**src/rtl/l2_arbiter.sv**
```systemverilog
// Arbitrates the I-side and D-side L1 miss ports onto the single L2 port.
// Handshake: a requester holds x_read/x_write until x_resp pulses, then drops it during the following DONE cycle.
module l2_arbiter #(
    parameter int s_line       = 256,
    parameter int max_d_streak = 4
) (
    input  logic              clk,
    input  logic              rst,
    input  logic              i_read,
    input  logic [31:0]       i_address,
    output logic              i_resp,
    output logic [s_line-1:0] i_rdata256,
    input  logic              d_read,
    input  logic              d_write,
    input  logic [31:0]       d_address,
    input  logic [s_line-1:0] d_wdata256,
    output logic              d_resp,
    output logic [s_line-1:0] d_rdata256,
    output logic              l2_read,
    output logic              l2_write,
    output logic [31:0]       l2_address,
    output logic [s_line-1:0] l2_wdata256,
    input  logic [s_line-1:0] l2_rdata256,
    input  logic              l2_resp
);

    typedef enum logic [1:0] {IDLE, BUSY_I, BUSY_D, DONE} state_e;

    localparam int SW = $clog2(max_d_streak + 1);
    localparam logic [SW-1:0] STREAK_MAX = SW'(max_d_streak);

    state_e            state_q, state_d;
    logic [SW-1:0]     streak_q, streak_d;
    logic              l2_read_q, l2_read_d;
    logic              l2_write_q, l2_write_d;
    logic [31:0]       l2_address_q, l2_address_d;
    logic [s_line-1:0] l2_wdata_q, l2_wdata_d;
    logic              d_pend, i_pend;

    assign d_pend = d_read | d_write;
    assign i_pend = i_read;

    always_ff @(posedge clk) begin
        if (!rst) begin
            state_q      <= IDLE;
            streak_q     <= '0;
            l2_read_q    <= 1'b0;
            l2_write_q   <= 1'b0;
            l2_address_q <= '0;
            l2_wdata_q   <= '0;
        end else begin
            state_q      <= state_d;
            streak_q     <= streak_d;
            l2_read_q    <= l2_read_d;
            l2_write_q   <= l2_write_d;
            l2_address_q <= l2_address_d;
            l2_wdata_q   <= l2_wdata_d;
        end
    end

    always_comb begin
        state_d      = state_q;
        streak_d     = streak_q;
        l2_read_d    = l2_read_q;
        l2_write_d   = l2_write_q;
        l2_address_d = l2_address_q;
        l2_wdata_d   = l2_wdata_q;
        case (state_q)
            IDLE: begin
                if (!i_read) begin
                    streak_d = '0;
                end
                // D wins unless I has been waiting through a full streak of D grants.
                if (d_pend && !(i_pend && streak_q == STREAK_MAX)) begin
                    l2_address_d = d_address;
                    l2_wdata_d   = d_wdata256;
                    l2_write_d   = d_write;
                    l2_read_d    = d_read & ~d_write;
                    state_d      = BUSY_D;
                    if (i_read && streak_q != STREAK_MAX) begin
                        streak_d = streak_q + SW'(1);
                    end
                end else if (i_pend) begin
                    l2_address_d = i_address;
                    l2_read_d    = 1'b1;
                    l2_write_d   = 1'b0;
                    streak_d     = '0;
                    state_d      = BUSY_I;
                end
            end
            BUSY_I, BUSY_D: begin
                if (l2_resp) begin
                    l2_read_d  = 1'b0;
                    l2_write_d = 1'b0;
                    state_d    = DONE;
                end
            end
            DONE:    state_d = IDLE;
            default: state_d = IDLE;
        endcase
    end

    // Responses are gated by rst so a reset cycle never leaks a response.
    always_comb begin
        i_resp = rst && l2_resp && (state_q == BUSY_I);
        d_resp = rst && l2_resp && (state_q == BUSY_D);
    end

    assign i_rdata256  = l2_rdata256;
    assign d_rdata256  = l2_rdata256;
    assign l2_read     = l2_read_q;
    assign l2_write    = l2_write_q;
    assign l2_address  = l2_address_q;
    assign l2_wdata256 = l2_wdata_q;

endmodule

```
**config.mk**
```make
export PLATFORM = sky130hd
export DESIGN_NAME = l2_arbiter
export DESIGN_NICKNAME = d
export VERILOG_FILES = /design/src/rtl/l2_arbiter.sv
export SDC_FILE = /design/constraint.sdc
export NUM_CORES = 1
export LEC_CHECK = 0
export ABC_CLOCK_PERIOD_IN_PS = 3600
export BUFFER_PORTS_ARGS = -buffer_cell sky130_fd_sc_hd__buf_2
export CAP_MARGIN = 20
export CORE_AREA = 2 2 538 540
export DETAILED_ROUTE_END_ITERATION = 10
export DIE_AREA = 0 0 540 542
export PLACE_DENSITY = 0.3
export SLEW_MARGIN = 10
export SYNTH_ARGS = -nofsm -noshare
export SYNTH_HDL_FRONTEND = slang
export SYNTH_SLANG_ARGS = --single-unit
```
**constraint.sdc**
```tcl
create_clock -name clk -period 3.6 [get_ports clk]
set_input_delay 0.54 -clock clk [delete_from_list [all_inputs] [get_ports clk]]
set_output_delay 0.54 -clock clk [all_outputs]
set_load 0.02 [all_outputs]
```
==> results of run 1 <==
repair_timing:
| action | 4_1_cts | 5_1_grt |
|---|---|---|
| gates resized for setup | 0 | 0 |
| endpoints found under the hold margin | 94 | 0 |
| setup endpoints to repair | 0 | 0 |
| hold buffers | 94 | 0 |
cells in the final DEF, fill, tap and decap left out, types with 2 or more instances in the layout:
cell type	netlist	layout
buf_12	0	4
diode_2	0	7
o21ai_0	33	33
inv_6	0	3
a31oi_1	33	33
dfxtp_1	295	295
clkinv_8	0	2
and3_1	3	2
nand2_1	581	581
nand3_1	3	2
dlygate4sd3_1	0	94
buf_2	38	617
clkbuf_8	0	12
and2_1	2	2
a21oi_1	260	260
clkbuf_16	0	47
clkinv_4	0	4
nor3_1	2	2
clkinv_2	0	5
clkbuf_1	40	8
buf_4	535	34
nor2_1	7	7
ha_1	6	6
inv_1	4	4
cells by family after synthesis:
logic type | after synthesis | synth area share, %
adder cells (fa/ha/maj) | 6 | 0.521
buffers and inverters | 622 | 30.5
AND/OR/NAND/NOR | 604 | 16.0
flip-flops | 295 | 41.0
AO/OA/AOI/OAI | 333 | 12.0
layout make-up:
class / instances / share of cell area [%]
multi-input combinational: 943 / 20.0
timing repair buffer: 749 / 21.1
antenna: 7 / 0.0846
clock inverter: 16 / 0.755
tap: 3781 / 22.8
sequential: 295 / 28.5
inverter: 5 / 0.127
clock buffer: 67 / 6.62
registers in the layout, indices dropped and copies added (netlist names):
| register | count |
|---|---|
| l2_wdata256 | 256 |
| streak_q | 3 |
| state_q | 2 |
| l2_write | 1 |
| l2_read | 1 |
| l2_address | 32 |
report_power, final:
| group | switching [mW] | total [mW] | internal (mW) |
|---|---|---|---|
| logic | 5.00 | 6.80 | 1.80 |
| clock network | 2.01 | 4.72 | 2.72 |
| registers | 0.509 | 4.66 | 4.15 |
layer usage:
metal | wire [um] | up-vias | track usage [%]
li1 | - | 5790 | -
met3 | 33900 | 444 | 10.1
met1 | 38700 | 5842 | 7.20
met5 | 95 | - | 0.181
met4 | 8680 | 12 | 5.18
met2 | 51200 | 1075 | 12.0
stage by stage:
step | setup slack [ps] | utilization, %
after detailed placement | 937 | 6.35
after global placement | 977 | 6.35
after global routing | 880 | 7.21
final | 1100 | 7.22
after floorplan | 1880 | -
after CTS | 995 | 7.21
path summary, 6_finish.rpt:
check	end	slack, ps	cells past startpoint
setup / recovery	l2_wdata256[144]	1100	7
hold / removal	l2_wdata256[18]	100	3
setup reg to reg	l2_wdata256[144]	1100	7
hold reg to reg	l2_wdata256[158]	450	2
synthesized netlist by cell type, types with 2 or more instances:
library cell	n	area [um2]
nand2_1	581	2180
buf_4	535	4020
dfxtp_1	295	5910
a21oi_1	260	1300
clkbuf_1	40	150
buf_2	38	190
a31oi_1	33	206
o21ai_0	33	165
nor2_1	7	26.3
ha_1	6	75.1
buf_1	4	15.0
inv_1	4	15.0
and3_1	3	18.8
nand3_1	3	15.0
and2_1	2	12.5
nor3_1	2	10.0
o21a_1	2	15.0
worst min-delay path: stages:
cell	delay, ps
buf_2	90
nand2_1	50
a21oi_1	50
==> reports/metrics.csv, run 1 <==
stage,metric,value,unit
clock_network,Clock Sinks,295,
logic_synthesis,Post-Syn Area,14400,um2
cells_and_area,final net count,2628,
logic_synthesis,Synth Flop Type,dfxtp_1,
worst_hold_path,hold_sp,d_wdata256[18],
placement,Final Wtd Congestion,0.864,
clock_network,"Clk Latency, worst-skew pair",690,ps
worst_setup_path,WS Path Type,reg2reg,
clock_network,setup repair bufs after CTS,0,
placement,post-detail-place hpwl,115,mm
worst_setup_path,CP Capture Type,flop,
timing,Slew headroom,43.0,%
timing,setup TNS,0,ps
die,Die W,540,um
worst_setup_path,largest fanout on the critical path,29,
route,number of routed nets with antenna violations,0,
global_route,vias in the first global route,13100,
pwr,VDD IR max,0.346,mV
route,via count,13200,
route,1st-iter DRT viols,774,
placement,PortBufs,617,
clock_network,CTS Buf Count,46,
job,max cap viols,0,
cells_and_area,Multi-input gate area,4140,um2
logic_synthesis,register area share after synthesis,41.0,%
timing,Final Hold Viols,0,
cells_and_area,layout cells sized above 1,35.4,%
worst_setup_path,crit-path cells,inv_1 > ha_1 > nand3_1 > nand3_4 > buf_4 > nand2_1 > a21oi_1,
timing,maximum clock frequency,0.400,GHz
timing,ratio of final minimum period to clock period,69.5,%
placement,cell count after placement,5679,
timing,Setup-failing EPs final,0,
global_route,largest net degree at the start of global routing,70,
worst_setup_path,required time of the critical path,4120,ps
logic_synthesis,number of flops mapped to enable cells by yosys,0,
route,vias per cell,2.25,
global_route,global-route wire length before repair,160,mm
worst_setup_path,Setup crit start,streak_q[0],
worst_hold_path,Worst Hold Class,in2reg,
cells_and_area,"Design Area, Final",20700,um2
global_route,gr ovfl total,0,
timing,hold_ws,105,ps
run_status,status,finished clean,
global_route,GR Util All Layers,8.70,%
worst_setup_path,nature of the critical path startpoint,flop,
route,WL per Instance,22.6,um
cells_and_area,Seq. cell area,5910,um2
global_route,initial antenna violation count,67,
clock_network,clock-pin transition on the worst setup and hold timing paths,60,ps
die,area of the die,293000,um2
logic_synthesis,Mapped Cells,1860,
cells_and_area,area grow syn2layout,43.7,%
worst_setup_path,reg2reg start,streak_q[0],
die,Die Height,542,um
logic_synthesis,Yosys reg bits,295,
die,io pins,1386,
cells_and_area,filler cell count,34000,
clock_network,Longest Clk Path Bufs,3,
worst_setup_path,crit path DAT,3020,ps
cells_and_area,Final Instance Count excl. Fillers,5863,
logic_synthesis,YS warnings,0,
timing,max-slew violations,0,
logic_synthesis,mean post-synth cell area,7.75,um2
clock_network,CTS tree,built,
logic_synthesis,syn_nets,2448,
pwr,LEAKAGE,8.02,nW
placement,dpl cell area,18200,um2
worst_setup_path,Worst Path Buf+Inv,2,
logic_synthesis,synth unique cells,29,
logic_synthesis,share of flip-flops with an asynchronous set or reset,0,%
clock_network,H-tree levels,2,
timing,Fin Clk Skew,32.8,ps
die,Core Rows,197,
timing,RSZ-0062 raised after global routing,false,
route,Routed WL,133,mm
pwr,Tot Pwr,16.2,mW
pwr,pwr/cell area,782,nW/um2
route,Pre-antenna DRT Iters,6,
worst_setup_path,Top delay family on crit path,simple AND/OR/NAND/NOR gates,
clock_network,clock root cell,clkbuf_16,
die,Initial Util,5.02,%
route,# DRC,0,
die,core area,287000,um2
worst_setup_path,Slowest cell on crit path,nand3_4,
timing,minimum clock period,2500,ps
timing,Least-Margin Pin Slew,855,ps
worst_setup_path,Worst path max stage delay,660,ps
Note: power is estimated with default switching activity, not from simulation.
==> run 2, diff against run 1 <==
--- a/config.mk
+++ b/config.mk
@@ -5,12 +5,13 @@
 export SDC_FILE = /design/constraint.sdc
 export NUM_CORES = 1
 export LEC_CHECK = 0
-export ABC_CLOCK_PERIOD_IN_PS = 3600
+export ABC_AREA = 1
+export ABC_CLOCK_PERIOD_IN_PS = 2600
 export BUFFER_PORTS_ARGS = -buffer_cell sky130_fd_sc_hd__buf_2
 export CAP_MARGIN = 20
-export CORE_AREA = 2 2 538 540
+export CORE_AREA = 2 2 542 544
 export DETAILED_ROUTE_END_ITERATION = 10
-export DIE_AREA = 0 0 540 542
+export DIE_AREA = 0 0 544 546
 export PLACE_DENSITY = 0.3
 export SLEW_MARGIN = 10
 export SYNTH_ARGS = -nofsm -noshare
==> constraint.sdc (replaced) <==
create_clock -name clk -period 2.6 [get_ports clk]
set_input_delay 0.39 -clock clk [delete_from_list [all_inputs] [get_ports clk]]
set_output_delay 0.39 -clock clk [all_outputs]
set_load 0.02 [all_outputs]
==> run 2 against run 1 <==
Against the previous run: utilization is 0.68 points higher; clock-buffer cell count fell by 9; first-iteration DRC count rose by 28%; combinational power increased by 57%; largest power group unchanged; highest routed layer unchanged.
==> reports/metrics.csv, run 2 <==
stage,metric,value,unit
run_status,status,finished clean,
logic_synthesis,Synth Flop Type,dfxtp_1,
pwr,Comb pwr share,45.1,%
cells_and_area,"most common cell after layout, fill and taps aside",buf_2,
logic_synthesis,Post-Syn Area,14800,um2
logic_synthesis,largest family of logic cells by synthesized area,buffers and inverters,
timing,ratio of final minimum period to clock period,90.3,%
global_route,gr ovfl total,0,
logic_synthesis,synth cell count leaders,"nor2_1 (580), buf_4 (542), dfxtp_1 (295)",
logic_synthesis,XOR/XNOR Fraction of Synth Area,0.0593,%
logic_synthesis,top cell type's share of synthesized area,40.0,%
die,Core Rows,199,
timing,Final Hold Viols,0,
logic_synthesis,share of flip-flops with an asynchronous set or reset,0,%
placement,Final Wtd Congestion,0.821,
cells_and_area,layout cells sized above 1,30.8,%
cells_and_area,most frequent cells in the layout,"buf_2 (616), nor2_1 (580), dfxtp_1 (295)",
route,vias per cell,2.29,
timing,maximum clock frequency,0.426,GHz
worst_setup_path,largest fanout on the critical path,32,
route,via count,14400,
clock_network,CTS tree,built,
clock_network,clock root cell,clkbuf_16,
die,Die Height,546,um
logic_synthesis,YS warnings,0,
pwr,pwr/cell area,1030,nW/um2
timing,Least-Margin Pin Slew,759,ps
logic_synthesis,cell taking the most area after synthesis,dfxtp_1,
pwr,LEAKAGE,9.54,nW
timing,RSZ-0062 raised after global routing,false,
route,number of routed nets with antenna violations,0,
logic_synthesis,register area share after synthesis,40.0,%
global_route,global-route wire length before repair,197,mm
global_route,largest net degree at the start of global routing,125,
worst_setup_path,CP Capture Type,flop,
logic_synthesis,Mapped Cells,1970,
logic_synthesis,Synth Area in Compound Gates,9.02,%
clock_network,clock-pin transition on the worst setup and hold timing paths,50,ps
logic_synthesis,Synth Area in Adders,0.508,%
pwr,Net Switching,11.4,mW
clock_network,cts repair resizes,0,
timing,setup TNS,0,ps
logic_synthesis,Synth area leaders,"dfxtp_1 (40%), buf_4 (28%), nor2_1 (15%), o21ai_0 (7.1%), nand2_1 (3.0%)",
route,Pre-antenna DRT Iters,5,
placement,dpl cell area,18700,um2
die,Die W,544,um
clock_network,CTS Buf Count,45,
job,max cap viols,0,
clock_network,"Clk Latency, worst-skew pair",700,ps
die,Initial Util,5.06,%
global_route,vias in the first global route,14700,
route,WL per Instance,26.1,um
clock_network,H-tree levels,2,
global_route,GR Util All Layers,10.6,%
cells_and_area,final net count,2929,
timing,Fin Clk Skew,56.8,ps
logic_synthesis,Yosys reg bits,295,
worst_setup_path,crit path DAT,2900,ps
cells_and_area,Multi-input gate area,4290,um2
placement,PortBufs,617,
clock_network,Clock Sinks,295,
cells_and_area,filler cell count,34400,
timing,Setup-failing EPs final,0,
logic_synthesis,post-synthesis mux area share,0,%
logic_synthesis,syn_nets,2558,
placement,post-detail-place hpwl,146,mm
worst_setup_path,nature of the critical path startpoint,flop,
timing,hold_ws,48.2,ps
global_route,initial antenna violation count,68,
die,core area,292000,um2
die,io pins,1386,
cells_and_area,Final Instance Count excl. Fillers,6303,
route,# DRC,0,
logic_synthesis,number of flops mapped to enable cells by yosys,0,
route,1st-iter DRT viols,990,
cells_and_area,area grow syn2layout,56.2,%
pwr,Tot Pwr,23.7,mW
pwr,VDD IR max,0.463,mV
worst_hold_path,Worst Hold Class,in2reg,
timing,minimum clock period,2350,ps
clock_network,Longest Clk Path Bufs,3,
cells_and_area,Seq. cell area,5910,um2
worst_setup_path,required time of the critical path,3150,ps
pwr,sequential power share,28.6,%
pwr,Pint,12.3,mW
timing,Slew headroom,49.3,%
placement,cell count after placement,5925,
cells_and_area,max FFs per register,256,
logic_synthesis,synth unique cells,25,
timing,max-slew violations,0,
die,area of the die,297000,um2
worst_setup_path,WS Path Type,reg2reg,
pwr,Sw Share,48.2,%
logic_synthesis,top-count cell post-synth,nor2_1,
logic_synthesis,mean post-synth cell area,7.50,um2
pwr,Clock power frac,26.2,%
logic_synthesis,post-synthesis simple-gate area fraction,19.4,%
route,Routed WL,164,mm
cells_and_area,"Design Area, Final",23100,um2
-- run 2: changes by cell type after synthesis, moves of 4 or more --
| cell | delta |
|---|---|
| nand3_1 | +35 |
| buf_2 | -7 |
| clkbuf_1 | -8 |
| nand2_1 | -464 |
| a31oi_1 | -33 |
| a21oi_1 | -253 |
| buf_4 | +7 |
| nor2_1 | +573 |
| inv_1 | +41 |
| buf_6 | +4 |
| o21ai_1 | +46 |
| o21ai_0 | +177 |
-- run 2: final timing paths --
kind | cells past startpoint | start | endpoint | slack, ps
max | 12 | streak_q[0] | l2_address[30] | 250
min | 3 | d_wdata256[204] | l2_wdata256[204] | 50
max reg2reg | 12 | streak_q[0] | l2_address[30] | 250
min reg2reg | 2 | state_q[1] | state_q[1] | 490
-- run 2: power groups by stage --
| stage | logic [mW] | clock network (mW) | registers [mW] |
|---|---|---|---|
| floorplan | 4.50 | 0 | 8.55 |
| global placement | 10.6 | 0 | 6.85 |
| detailed placement | 10.5 | 0 | 6.86 |
| CTS | 11.1 | 6.60 | 6.81 |
| global route | 11.9 | 6.71 | 6.99 |
| finish | 10.7 | 6.23 | 6.80 |
-- run 2: worst max-delay path, stage by stage, from the launching register on --
cell	delay (ps)
dfxtp_1	320
inv_1	80
ha_1	180
nand3_2	140
nand2_4	110
buf_4	240
inv_1	70
buf_4	240
nand2_1	100
nand3_1	80
dlygate4sd3_1	580
nand2_1	70
inv_1	30
-- run 2: what timing repair did --
item / CTS / global route
buffers inserted: 0 / 0
hold buffers: 288 / 0
endpoints found under the hold margin: 273 / 0
-- run 2: cell type report --
type	count	area share (%)
antenna	10	0.108
clock buffer	58	5.39
clock inverter	22	0.829
inverter	48	0.813
multi-input combinational	1015	18.6
sequential	295	25.6
tap	3919	21.2
timing repair buffer	936	27.4
-- run 2: per-stage QoR --
step,utilization [%],setup slack (ps)
3_5_place_dp,6.41,214
3_3_place_gp,6.41,233
2_1_floorplan,-,1060
6_report,7.90,253
4_1_cts,7.89,218
5_1_grt,7.90,64.2
-- run 2: routing by layer --
layer	routed length [um]	track usage (%)
met1	42500	7.96
met2	73500	17.2
met3	44400	12.9
met4	3830	2.29
met5	40	0
-- run 2: cells by family after synthesis --
family,count (synthesis)
XOR/XNOR,1
adder cells (fa/ha/maj),6
AND/OR/NAND/NOR,743
AO/OA/AOI/OAI,265
buffers and inverters,660
flip-flops,295
==> run 3, diff against run 2 <==
--- a/config.mk
+++ b/config.mk
@@ -8,8 +8,9 @@
 export ABC_AREA = 1
 export ABC_CLOCK_PERIOD_IN_PS = 2600
 export BUFFER_PORTS_ARGS = -buffer_cell sky130_fd_sc_hd__buf_2
-export CAP_MARGIN = 20
+export CAP_MARGIN = 0
 export CORE_AREA = 2 2 542 544
+export CTS_BUF_LIST = sky130_fd_sc_hd__clkbuf_4 sky130_fd_sc_hd__clkbuf_8
 export DETAILED_ROUTE_END_ITERATION = 10
 export DIE_AREA = 0 0 544 546
 export PLACE_DENSITY = 0.3
==> run 3 against run 2 <==
Against the previous run: utilization grew 0.15 points; largest cell class unchanged; critical path depth is the same; clock power increased by 1%; clock skew decreased by 7.3 ps; die area unchanged; clock-buffer cell count rose by 45.
==> reports/metrics.csv, run 3 (synthesized netlist as in run 2, its figures left out) <==
stage,metric,value,unit
route,number of routed nets with antenna violations,0,
worst_setup_path,crit-path cells,inv_1 > ha_1 > nand3_2 > nand2_4 > buf_4 > inv_1 > buf_6 > nand2_1 > nand3_1 > dlygate4sd3_1 > nand2_1 > inv_1,
pwr,Tot Pwr,24.0,mW
cells_and_area,final net count,2988,
timing,maximum clock frequency,0.416,GHz
worst_setup_path,"most used cell, CP",inv_1,
die,core area,292000,um2
cells_and_area,"Design Area, Final",23500,um2
placement,PortBufs,617,
cells_and_area,most frequent cells in the layout,"buf_2 (616), nor2_1 (580), dlygate4sd3_1 (322)",
timing,RSZ-0062 raised after global routing,false,
worst_setup_path,required time of the critical path,3250,ps
pwr,LEAKAGE,9.76,nW
clock_network,CTS tree,built,
route,# DRC,0,
clock_network,clock root cell,clkbuf_8,
route,via count,14700,
timing,Setup-failing EPs final,0,
worst_setup_path,CP Capture Type,flop,
route,Pre-antenna DRT Iters,5,
timing,Least-Margin Pin Slew,738,ps
timing,Slew headroom,50.7,%
global_route,met2 Use GR,17.2,%
die,Initial Util,5.06,%
global_route,global-route wire length before repair,198,mm
die,Die Height,546,um
global_route,vias in the first global route,15100,
global_route,Global Route met3 Usage,12.8,%
global_route,initial antenna violation count,70,
worst_setup_path,Slowest cell on crit path,dlygate4sd3_1,
die,area of the die,297000,um2
pwr,Sw Share,47.9,%
worst_setup_path,worst r2r dst,l2_address[18],
worst_setup_path,largest fanout on the critical path,32,
cells_and_area,layout cells sized above 1,31.9,%
timing,ratio of final minimum period to clock period,92.4,%
route,vias per cell,2.30,
placement,cell count after placement,5925,
worst_setup_path,Top delay family on crit path,buffers and inverters,
job,max cap viols,0,
pwr,pwr/cell area,1020,nW/um2
worst_hold_path,Worst Hold Class,in2reg,
clock_network,CTS Buf Count,70,
worst_setup_path,FF-to-FF setup slack,200,ps
clock_network,H-tree levels,3,
global_route,GR Util All Layers,10.7,%
route,Routed WL,165,mm
worst_setup_path,Worst path max stage delay,580,ps
worst_setup_path,R2R depth,12,
placement,dpl cell area,18700,um2
clock_network,setup repair bufs after CTS,0,
cells_and_area,"most common cell after layout, fill and taps aside",buf_2,
die,Core Rows,199,
pwr,VDD IR max,0.338,mV
cells_and_area,area grow syn2layout,59.2,%
timing,Final Hold Viols,0,
pwr,sequential power share,28.3,%
placement,Final Wtd Congestion,0.821,
pwr,Comb pwr share,45.4,%
die,io pins,1386,
clock_network,clock-pin transition on the worst setup and hold timing paths,60,ps
timing,max-slew violations,0,
worst_hold_path,WHS Path Cells,4,
pwr,Net Switching,11.5,mW
clock_network,Longest Clk Path Bufs,3,
clock_network,"Clk Latency, worst-skew pair",750,ps
route,WL per Instance,25.8,um
worst_setup_path,crit path DAT,3060,ps
worst_hold_path,worst hold endpoint,l2_wdata256[135],
worst_setup_path,nature of the critical path startpoint,flop,
timing,setup TNS,0,ps
run_status,status,finished clean,
global_route,"Most Used Layer, Global Route",met2,
placement,"worst slack, placed",214,ps
worst_setup_path,reg2reg start,streak_q[0],
route,1st-iter DRT viols,944,
timing,Fin Clk Skew,49.5,ps
global_route,met1 global-route usage,8.05,%
timing,hold_ws,137,ps
cells_and_area,max FFs per register,256,
cells_and_area,Post-Route Utilization,8.05,%
timing,final worst slack,197,ps
pwr,Clock power frac,26.3,%
global_route,gr ovfl total,0,
timing,minimum clock period,2400,ps
placement,post-detail-place hpwl,146,mm
worst_setup_path,WS Path Type,reg2reg,
cells_and_area,Final Instance Count excl. Fillers,6391,
pwr,Pint,12.5,mW
die,Die W,544,um
global_route,largest net degree at the start of global routing,125,
worst_hold_path,hold_sp,d_wdata256[135],
worst_setup_path,Worst Path Buf+Inv,6,
clock_network,Clock Sinks,295,
run 3: changes by cell type in the layout (fill, tap and decap cells not counted), sizes merged:
| cell | change |
|---|---|
| bufinv | +3 |
| clkbuf | +45 |
| clkinv | -2 |
| clkinvlp | +2 |
| diode | +7 |
| dlygate4sd3 | +34 |
| inv | -1 |
run 3: final cells by class:
type	instances	area (um2)
multi-input combinational	1015	4290
inverter	48	188
sequential	295	5910
clock inverter	24	233
antenna	17	42.5
tap	3919	4900
timing repair buffer	970	6670
clock buffer	103	1290
fill	34400	269000
run 3: worst max-delay path by stage:
stage	start	to	slack (ps)	depth (start not counted)
after floorplan	streak_q[0]	l2_wdata256[100]	1060	10
after global routing	streak_q[0]	l2_address[18]	8	12
after global placement	state_q[0]	l2_wdata256[237]	230	9
after CTS	streak_q[0]	l2_address[18]	140	12
after detailed placement	state_q[0]	l2_wdata256[237]	210	9
final	streak_q[0]	l2_address[18]	200	12
run 3: worst min-delay path: stages:
cell and delay, ps:
buf_2 110, nor2_1 60, buf_4 150, nor2_1 100
run 3: power by group through the flow:
stage	clock [mW]	combinational, mW	sequential [mW]
floorplan	0	4.50	8.55
global placement	0	10.6	6.85
detailed placement	0	10.5	6.86
CTS	6.69	11.2	6.81
global route	6.82	12.0	6.99
finish	6.30	10.9	6.80
run 3: routing by layer:
metal  wire [um]  vias to the layer above
li1            -                     6521
met1       43100                     6382
met2       73500                     1572
met3       44300                      242
met4        3810                        8
met5          66                        -
run 3: timing repair:
item | 4_1_cts | 5_1_grt
hold buffers | 322 | 0
gates resized for setup | 0 | 1
hold endpoints to repair | 293 | 0
endpoints found under the setup margin | 0 | 2
